==> src/rtl/mem_burst_arbiter.sv <==
// mem_burst_arbiter
//   Shares one single-port synchronous memory (registered read, one cycle of
//   read latency) between two clients. Whole bursts of 1..4 beats are granted
//   round-robin. The burst address wraps modulo 2**AW.
//
// Handshake: a client raises reqX with weX/addrX/lenX stable. It keeps reqX
//   high until its first ackX. ackX pulses once per beat issued to memory,
//   and the client presents the next wdataX after each ack. Read data comes
//   back one beat per rvalidX, in issue order, one cycle after the matching
//   ackX.
//
// Ports
//   clk, rst               clock, synchronous active-high reset
//   req/we/addr/len/wdataX client X request, direction, start, beats-1, data
//   ackX, rvalidX, rdataX  per-beat ack, read valid, read data (0 unless valid)
//   busy                   high while a multi-beat burst is in progress
//   dbg_state              raw FSM state (0=IDLE, 1=BURST)
//   mem_ren/wen/addr/din   registered memory command
//   mem_dout               memory read data
module mem_burst_arbiter #(
  parameter int AW = 7,
  parameter int DW = 8,
  parameter int LW = 2
) (
  input  logic          clk,
  input  logic          rst,
  input  logic          req0,
  input  logic          we0,
  input  logic [AW-1:0] addr0,
  input  logic [LW-1:0] len0,
  input  logic [DW-1:0] wdata0,
  input  logic          req1,
  input  logic          we1,
  input  logic [AW-1:0] addr1,
  input  logic [LW-1:0] len1,
  input  logic [DW-1:0] wdata1,
  output logic          ack0,
  output logic          rvalid0,
  output logic [DW-1:0] rdata0,
  output logic          ack1,
  output logic          rvalid1,
  output logic [DW-1:0] rdata1,
  output logic          busy,
  output logic          dbg_state,
  output logic          mem_ren,
  output logic          mem_wen,
  output logic [AW-1:0] mem_addr,
  output logic [DW-1:0] mem_din,
  input  logic [DW-1:0] mem_dout
);

  typedef enum logic {IDLE = 1'b0, BURST = 1'b1} state_t;

  state_t        state;
  logic          ptr;     // client that wins when both request
  logic          owner;   // client owning the beat now on mem_*
  logic          cool;    // forces one idle memory cycle after a burst
  logic          we_l;
  logic [AW-1:0] addr_l;
  logic [LW-1:0] len_l;
  logic [LW-1:0] cnt;     // index of the next beat to issue

  // Arbitration: a lone requester always wins; on a tie the pointer decides.
  logic          gnt_any;
  logic          gnt_id;
  logic          g_we;
  logic [AW-1:0] g_addr;
  logic [LW-1:0] g_len;
  logic [DW-1:0] g_wdata;
  logic [DW-1:0] b_wdata;

  always_comb begin
    gnt_any = req0 | req1;
    gnt_id  = (req0 & req1) ? ptr : req1;
    g_we    = gnt_id ? we1    : we0;
    g_addr  = gnt_id ? addr1  : addr0;
    g_len   = gnt_id ? len1   : len0;
    g_wdata = gnt_id ? wdata1 : wdata0;
    b_wdata = owner  ? wdata1 : wdata0;
  end

  always_ff @(posedge clk) begin
    if (rst) begin
      state    <= IDLE;
      ptr      <= 1'b0;
      owner    <= 1'b0;
      cool     <= 1'b0;
      we_l     <= 1'b0;
      addr_l   <= '0;
      len_l    <= '0;
      cnt      <= '0;
      ack0     <= 1'b0;
      ack1     <= 1'b0;
      rvalid0  <= 1'b0;
      rvalid1  <= 1'b0;
      mem_ren  <= 1'b0;
      mem_wen  <= 1'b0;
      mem_addr <= '0;
      mem_din  <= '0;
    end else begin
      ack0     <= 1'b0;
      ack1     <= 1'b0;
      mem_ren  <= 1'b0;
      mem_wen  <= 1'b0;
      mem_addr <= '0;
      mem_din  <= '0;
      // The memory registers dout on the edge after a read beat, so the
      // valid flag is simply the read enable delayed by one cycle, routed
      // to the client that owned that beat.
      rvalid0  <= mem_ren & ~owner;
      rvalid1  <= mem_ren &  owner;

      case (state)
        IDLE: begin
          if (cool) begin
            cool <= 1'b0;
          end else if (gnt_any) begin
            owner    <= gnt_id;
            we_l     <= g_we;
            addr_l   <= g_addr;
            len_l    <= g_len;
            cnt      <= LW'(1);
            mem_addr <= g_addr;
            mem_ren  <= ~g_we;
            mem_wen  <= g_we;
            mem_din  <= g_wdata;
            ack0     <= ~gnt_id;
            ack1     <= gnt_id;
            if (g_len == '0) begin
              ptr  <= ~gnt_id;
              cool <= 1'b1;
              cnt  <= '0;
            end else begin
              state <= BURST;
            end
          end
        end

        BURST: begin
          mem_addr <= addr_l + AW'(cnt);
          mem_ren  <= ~we_l;
          mem_wen  <= we_l;
          mem_din  <= b_wdata;
          ack0     <= ~owner;
          ack1     <= owner;
          cnt      <= cnt + LW'(1);
          if (cnt == len_l) begin
            state <= IDLE;
            ptr   <= ~owner;
            cool  <= 1'b1;
            cnt   <= '0;
          end
        end

        default: state <= IDLE;
      endcase
    end
  end

  always_comb begin
    busy      = (state != IDLE);
    dbg_state = state;
    rdata0    = rvalid0 ? mem_dout : '0;
    rdata1    = rvalid1 ? mem_dout : '0;
  end

endmodule
==> config.mk <==
export PLATFORM = sky130hd
export DESIGN_NAME = mem_burst_arbiter
export DESIGN_NICKNAME = d
export VERILOG_FILES = /design/src/rtl/mem_burst_arbiter.sv
export SDC_FILE = /design/constraint.sdc
export NUM_CORES = 1
export LEC_CHECK = 0
export CORE_ASPECT_RATIO = 0.7
export CORE_MARGIN = 2
export CORE_UTILIZATION = 44
export CTS_BUF_LIST = sky130_fd_sc_hd__clkbuf_4
export CTS_CLUSTER_SIZE = 40
export DETAILED_ROUTE_END_ITERATION = 10
export PLACE_DENSITY_LB_ADDON = 0.1
export REMOVE_ABC_BUFFERS = 1
export SLEW_MARGIN = 10
export SYNTH_ARGS = -nofsm -noshare
export SYNTH_HDL_FRONTEND = slang
export SYNTH_SLANG_ARGS = --single-unit
==> constraint.sdc <==
create_clock -name clk -period 3.8 [get_ports clk]
set_clock_uncertainty 0.15 [all_clocks]
set_input_delay 0.76 -clock clk [delete_from_list [all_inputs] [get_ports clk]]
set_output_delay 0.76 -clock clk [all_outputs]
set_load 0.03 [all_outputs]
==> results of run 1 <==
[worst paths after layout]
kind | startpoint | to | cells past startpoint
setup / recovery | mem_dout[1] | rdata0[1] | 3
hold / removal | addr_l[0]$_SDFFE_PP0P_ | addr_l[0]$_SDFFE_PP0P_ | 2
setup reg to reg | busy$_SDFF_PP0_ | cnt[0]$_SDFFE_PP0P_ | 4
hold reg to reg | addr_l[0]$_SDFFE_PP0P_ | addr_l[0]$_SDFFE_PP0P_ | 2
[final cells by class]
cell class / instances / share of cell area [%]
clock inverters: 3 / 1.57
multi-input cells: 135 / 32.6
flip-flops and latches: 37 / 28.1
clock buffers: 5 / 1.42
repair buffers: 87 / 32.9
inverters: 7 / 0.997
well taps: 50 / 2.37
[per-layer routing]
metal | track usage [%] | wire length (um)
met5 | 0 | 0
met4 | 5.26 | 32
met3 | 7.14 | 498
met2 | 32.5 | 1890
met1 | 26.9 | 1870
[Yosys cell counts, drive strengths merged, types with 2 or more instances]
cell / n / area share (%)
a21boi: 3 / 1.3
a21oi: 21 / 6.4
a22o: 8 / 4.1
a22oi: 5 / 2.2
a311oi: 2 / 1.0
and2: 16 / 5.9
and3: 8 / 3.0
buf: 8 / 3.0
clkbuf: 4 / 0.89
dfxtp: 37 / 44
ha: 2 / 1.5
inv: 7 / 1.6
nand2: 17 / 3.8
nand2b: 3 / 1.1
nand3: 4 / 1.2
nor2: 7 / 2.0
nor3: 4 / 1.5
o211a: 2 / 1.2
o211ai: 2 / 0.89
o21a: 3 / 1.3
o21ai: 11 / 3.3
or3: 2 / 0.74
xnor2: 3 / 1.6
xor2: 2 / 1.0
[through the flow]
stage / cells / util, % / area [sq um]
final: 324 / 73.2 / 2640
after global routing: 324 / 73.2 / 2640
after CTS: 324 / 73.2 / 2640
after detailed placement: 316 / 71.0 / 2560
after global placement: 316 / 71.0 / 2560
after floorplan: 179 / - / 1630
[worst max-delay path, stage by stage]
cell and delay [ps]:
clkdlybuf4s50_1 490, and2_1 130, clkdlybuf4s50_1 660
[cells by family after synthesis]
logic type	after synthesis
mux	1
compound gates	61
flops	37
buf+inv	19
simple gates	65
xor+xnor	5
fa+ha+maj	3
[state kept, by name, indices dropped and copies added (netlist names), 2 cells and up]
signal / flops
mem_addr: 7
len_l: 2
mem_din: 8
cnt: 2
addr_l: 7
[power groups by stage]
stage,clock [uW],combinational (uW),sequential (uW)
after floorplan,0,169,569
after global placement,0,407,505
after detailed placement,0,416,507
after CTS,277,418,498
after global routing,289,450,508
final,270,416,498
==> flow_metrics.tcl, run 1 <==
set metrics [dict create \
    grt_pass1_wl_um 7250 \
    place_ws_ps 843 \
    cts_num_sinks 37 \
    diodes 0 \
    core_sq_mm 0.00360 \
    postSynthCellCount 191 \
    fin_nets 324 \
    start_util_pct 47.0 \
    cts_resized 0 \
    clkLatencyLatePin_ps 340 \
    synth_fa_ha_area_share_pct 2.66 \
    max_freq_mhz 339 \
    tritoncts "built" \
    path_clk_slew_ps 120 \
    clockPowerShare_pct 22.8 \
    setup_violations 0 \
    wl_per_cell_um 13.2 \
    critPathRequiredTime_ps 2890 \
    status "finished clean" \
    synth-xor-area-share_pct 2.59 \
    p_sw_share_pct 34.2 \
    final_cell_mix "clkdlybuf4s50_1, dfxtp_1, a21oi_1" \
    cp-end-kind "primary output" \
    yosys_warnings 0 \
    syn_area_sq_mm 0.00169 \
    cts_buffers 5 \
    antenna_left 0 \
    cts_root_buf "clkbuf_4" \
    worstPathMaxFanout 2 \
    synthArstFlopShare_pct 0 \
    power.share.sequential_pct 42.1 \
    drt_iter0_markers 83 \
    layout_commonest_cell "clkdlybuf4s50_1" \
    slew_viol_final 0 \
    regArea_sq_um 741 \
    p_leak_uw 0.00101 \
    rows 18 \
    grt_pass1_vias 1554 \
    hold_ws_ps 326 \
    crit_type "in -> out" \
    fill_cells 287 \
    die_w_um 78.1 \
    cts.path.max_buffers 2 \
    switchingPower_uw 405 \
    routed-via-count 1677 \
    cp.arrival_ps 2040 \
    area_growth_pct 55.7 \
    peakVddDrop_mv 0.262 \
    post-route-period-util_pct 77.7 \
    vias_per_cell 5.18 \
    cts_setup_buffers 0 \
    synth_top_family_by_area "compound AO/OA/AOI/OAI gates" \
    cts_max_level 2 \
    firstDrtPassIters 4 \
    grt_overflow 0 \
    maxCapViolations 0 \
    dp_hpwl_um 3300 \
    die-area_sq_mm 0.00437 \
    ys_ff_latch 37 \
    grt_antenna_before_repair 0 \
    multi_input_area_sq_um 860 \
    p_per_area_mw_per_mm2 449 \
    io_buffers 86 \
    min_path_type "reg -> reg" \
    ios 87 \
    hold_viol_final 0 \
    drc_errors 0 \
    fin_ws_ps 847 \
    final.setup.tns_ps 0 \
    synthSimpleGateAreaFrac_pct 20.8 \
    die_h_um 55.9 \
    cts_hold_buf 0 \
    place.gp.congestion 0.832 \
    r2r_slack_ps 1750 \
    yosysSeqAreaShare_pct 43.8 \
    synth_compound_area_share_pct 24.2 \
    grt_setup_unrepaired "no" \
    ys_types 40 \
    layout-drive-gt1-share_pct 4.38 \
    start_kind "primary input" \
    wl_um 4290 \
    tightest_slew_ps 907 \
    synth_mux_area_share_pct 0.591 \
    p_total_uw 1180 \
    max-slew-margin-rel_pct 39.2 \
    grtUsageTotal_pct 20.6 \
    synth_top_flop_cell "dfxtp_1" \
    p_comb_share_pct 35.1 \
    min_period_ps 2950 \
    synth.avg_cell_area_sq_um 8.86 \
    intPower_uw 779 \
    grt_start_max_net_pins 21 \
    synth-edff-count 0 \
]
(Power assumes the default switching activity.)
==> run 2: changes to the inputs <==
Settings changed: CORE_UTILIZATION 44 to 37.
Clock period 3.8 ns to 2.6 ns, I/O delays scaled along.
==> flow_metrics.tcl, run 2 (synthesis results as in run 1) <==
set metrics [dict create \
    hold_ws_ps 335 \
    maxCapViolations 0 \
    p_per_area_mw_per_mm2 681 \
    grt_overflow 0 \
    start_util_pct 38.7 \
    start_kind "primary input" \
    ios 87 \
    status "finished clean" \
    worst-r2r-cell-count 6 \
    post-route-period-util_pct 94.7 \
    wl_met3_um 373 \
    r2r-start "cnt[0]$_SDFFE_PP0P_" \
    cp.arrival_ps 1790 \
    area_growth_pct 60.2 \
    grt_setup_unrepaired "no" \
    regMostFlops "mem_din" \
    die-area_sq_mm 0.00514 \
    fill_cells 413 \
    grtUsageTotal_pct 18.1 \
    antenna_left 0 \
    final_cell_mix "clkdlybuf4s50_1, dfxtp_1, a21oi_1" \
    holdPathStages 2 \
    max_freq_mhz 406 \
    timing.rr.end "mem_addr[6]$_SDFF_PP0_" \
    grt_antenna_before_repair 0 \
    cts_buffers 5 \
    dp_hpwl_um 3500 \
    vias_per_cell 5.02 \
    min_to "addr_l[0]$_SDFFE_PP0P_" \
    worstPathMaxFanout 2 \
    core_sq_mm 0.00438 \
    clkLatencyLatePin_ps 350 \
    critPathRequiredTime_ps 1930 \
    tritoncts "built" \
    met1_length_um 2110 \
    cts_setup_buffers 0 \
    largest_reg_flops 8 \
    cts_hold_buf 0 \
    grt_pass1_wl_um 7140 \
    min-delay-start "addr_l[0]$_SDFFE_PP0P_" \
    place.gp.congestion 0.764 \
    setup_violations 0 \
    cts_num_sinks 37 \
    drc_errors 0 \
    crit_type "in -> out" \
    cp-end-kind "primary output" \
    p_leak_uw 0.00106 \
    wl_met2_um 1990 \
    max-slew-margin-rel_pct 62.7 \
    peakVddDrop_mv 0.420 \
    slew_viol_final 0 \
    routed-via-count 1681 \
    layout-drive-gt1-share_pct 6.79 \
    top_layer "met4" \
    wl_um 4560 \
    fin_nets 330 \
    tightest_slew_ps 556 \
    wl_per_cell_um 13.6 \
    firstDrtPassIters 4 \
    cts_max_level 2 \
    final.setup.tns_ps 0 \
    reg.largest.list "mem_din (8), addr_l (7), mem_addr (7)" \
    rows 20 \
    die_h_um 60.6 \
    layout_commonest_cell "clkdlybuf4s50_1" \
    startpoint "mem_dout[5]" \
    drt_iter0_markers 93 \
    diodes 0 \
    path_clk_slew_ps 110 \
    io_buffers 86 \
    min_path_type "reg -> reg" \
    cts_resized 0 \
    min_period_ps 2460 \
    grt_start_max_net_pins 19 \
    regArea_sq_um 741 \
    grt_pass1_vias 1522 \
    r2r_slack_ps 660 \
    multi_input_area_sq_um 860 \
    cts_root_buf "clkbuf_4" \
    die_w_um 84.8 \
    hold_viol_final 0 \
    cts.path.max_buffers 2 \
]
run 2: changes by cell type in the layout (fill, tap and decap cells not counted):
cell,previous run,this run
clkinv_1,1,0
buf_4,1,7
clkinvlp_4,1,0
bufinv_16,1,2
clkinv_2,0,1
run 2: power breakdown:
group	total (uW)	internal (uW)	switching [uW]
clock	493	298	195
combinational	643	301	342
sequential	711	656	55.5
total	1850	1250	593
run 2: final cells by class:
| class | count | area share (%) |
|---|---|---|
| clock buffer | 5 | 1.38 |
| clock inverter | 3 | 2.40 |
| tap | 55 | 2.54 |
| inverter | 7 | 0.969 |
| multi-input combinational | 135 | 31.7 |
| sequential | 37 | 27.3 |
| timing repair buffer | 93 | 33.7 |
run 2: worst max-delay path by stage:
| stage | depth (start not counted) | endpoint |
|---|---|---|
| floorplan | 4 | mem_din[0]$_SDFF_PP0_ |
| global placement | 3 | rdata0[0] |
| detailed placement | 3 | rdata0[5] |
| CTS | 3 | rdata0[5] |
| global route | 3 | rdata1[7] |
| finish | 3 | rdata0[5] |
run 2: routing by layer:
layer  vias up  track usage (%)
met5         -                0
met4         0             8.16
met3         9             5.17
met2        74             27.9
met1       750             24.1
li1        848                -
run 2: critical path, cell delays in order:
cell and delay, ps:
clkdlybuf4s50_1 470, and2_1 130, clkdlybuf4s50_1 670
run 2: metrics by stage:
stage / power (uW) / std cells / cell area, sq um / setup slack (ps) / utilization [%]
2_1_floorplan: 1080 / 179 / 1630 / 615 / -
3_3_place_gp: 1360 / 327 / 2610 / 131 / 59.6
3_5_place_dp: 1370 / 327 / 2610 / 123 / 59.6
4_1_cts: 1860 / 335 / 2710 / 122 / 61.9
5_1_grt: 1940 / 335 / 2710 / 82.0 / 61.9
6_report: 1850 / 335 / 2710 / 138 / 61.9
==> run 3: changes to the inputs <==
Settings changed: CORE_ASPECT_RATIO 0.7 to unset.
==> flow_metrics.tcl, run 3 (synthesis results as in run 1) <==
set metrics [dict create \
    crit_type "in -> out" \
    cts_root_buf "clkbuf_4" \
    core_sq_mm 0.00438 \
    final.setup.tns_ps 0 \
    worstPathMaxFanout 2 \
    drt_iter0_markers 44 \
    grt_antenna_before_repair 0 \
    grtUsageTotal_pct 17.2 \
    reg.largest.list "mem_din (8), addr_l (7), mem_addr (7)" \
    ios 87 \
    cts_setup_buffers 0 \
    grt_start_max_net_pins 19 \
    wl_per_cell_um 12.8 \
    layout-drive-gt1-share_pct 6.09 \
    p_per_area_mw_per_mm2 649 \
    max_stage_delay_ps 660 \
    path_clk_slew_ps 110 \
    slowest_stage "clkdlybuf4s50_1" \
    critPathRequiredTime_ps 1930 \
    cts_num_sinks 37 \
    largest_reg_flops 8 \
    cts_hold_buf 0 \
    start_util_pct 38.6 \
    vias_per_cell 4.98 \
    place.gp.congestion 0.719 \
    diodes 0 \
    clkLatencyLatePin_ps 340 \
    peakVddDrop_mv 0.297 \
    fin_util_pct 61.0 \
    grt_setup_unrepaired "no" \
    layout_commonest_cell "clkdlybuf4s50_1" \
    dp_hpwl_um 3310 \
    rows 24 \
    cts_max_level 2 \
    grt_overflow 0 \
    tritoncts "built" \
    wl_um 4240 \
    maxCapViolations 0 \
    hold_viol_final 0 \
    antenna_left 0 \
    drc_errors 0 \
    fin_nets 329 \
    firstDrtPassIters 4 \
    post-route-period-util_pct 94.7 \
    start_kind "primary input" \
    routed-via-count 1650 \
    regArea_sq_um 741 \
    die_w_um 71.6 \
    cp-end-kind "primary output" \
    p_leak_uw 0.00104 \
    multi_input_area_sq_um 860 \
    die_h_um 71.6 \
    slew_viol_final 0 \
    fill_cells 426 \
    crit_chain "clkdlybuf4s50_1 -> and2_1 -> clkdlybuf4s50_1" \
    max-slew-margin-rel_pct 63.6 \
    cts_resized 0 \
    regMostFlops "mem_din" \
    max_freq_mhz 406 \
    io_buffers 86 \
    cp.arrival_ps 1790 \
    cts.path.max_buffers 2 \
    min_path_type "reg -> reg" \
    die-area_sq_mm 0.00513 \
    setup_violations 0 \
    final_cell_mix "clkdlybuf4s50_1, dfxtp_1, a21oi_1" \
    hold_ws_ps 325 \
    status "finished clean" \
    tightest_slew_ps 543 \
    grt_pass1_vias 1452 \
    critPathMostFrequentCell "clkdlybuf4s50_1" \
    cts_buffers 5 \
    grt_pass1_wl_um 6980 \
    min_period_ps 2460 \
    area_growth_pct 58.1 \
]
run 3: changes by cell type in the layout (fill, tap and decap cells not counted), sizes merged:
| cell | before | now |
|---|---|---|
| buf | 7 | 6 |
| bufinv | 2 | 1 |
| clkbuf | 5 | 6 |
run 3: report_power, final:
part / switching [uW] / leakage (uW) / total (uW) / internal (uW)
registers: 54.4 / 0.000305 / 710 / 656
logic: 334 / 0.000693 / 630 / 296
clock network: 186 / 0.0000433 / 397 / 211
total: 574 / 0.00104 / 1740 / 1160
run 3: final cells by class:
| class | count | share of cell area [%] |
|---|---|---|
| clock inverters | 2 | 1.26 |
| flip-flops and latches | 37 | 27.7 |
| well taps | 52 | 2.43 |
| multi-input cells | 135 | 32.1 |
| repair buffers | 92 | 33.8 |
| clock buffers | 6 | 1.68 |
| inverters | 7 | 0.982 |
run 3: worst max-delay path: cells and delay by family:
family	cells	cell delay (ps)
buffers and inverters	2	1150
and+or+nand+nor	1	130
run 3: stage by stage:
stage	area, sq um	setup WS (ps)	cells	power [uW]
2_1_floorplan	1630	615	179	1080
3_5_place_dp	2600	130	323	1360
3_3_place_gp	2600	131	323	1350
4_1_cts	2680	124	331	1750
6_report	2680	137	331	1740
5_1_grt	2680	81.3	331	1840
run 3: final timing paths:
kind                            slack, ps                     end  cells after the start              startpoint
worst max-delay path                  140               rdata1[0]                      3             mem_dout[0]
worst min-delay path                  320  addr_l[0]$_SDFFE_PP0P_                      2  addr_l[0]$_SDFFE_PP0P_
worst max register to register        630  mem_addr[6]$_SDFF_PP0_                      6     cnt[0]$_SDFFE_PP0P_
worst min register to register        320  addr_l[0]$_SDFFE_PP0P_                      2  addr_l[0]$_SDFFE_PP0P_
run 3: metal layers:
layer,global-route usage [%],routed length (um),vias up
li1,-,-,844
met1,21.6,1870,743
met2,28.0,2020,59
met3,5.63,321,4
met4,5.66,34,0
met5,0,0,-
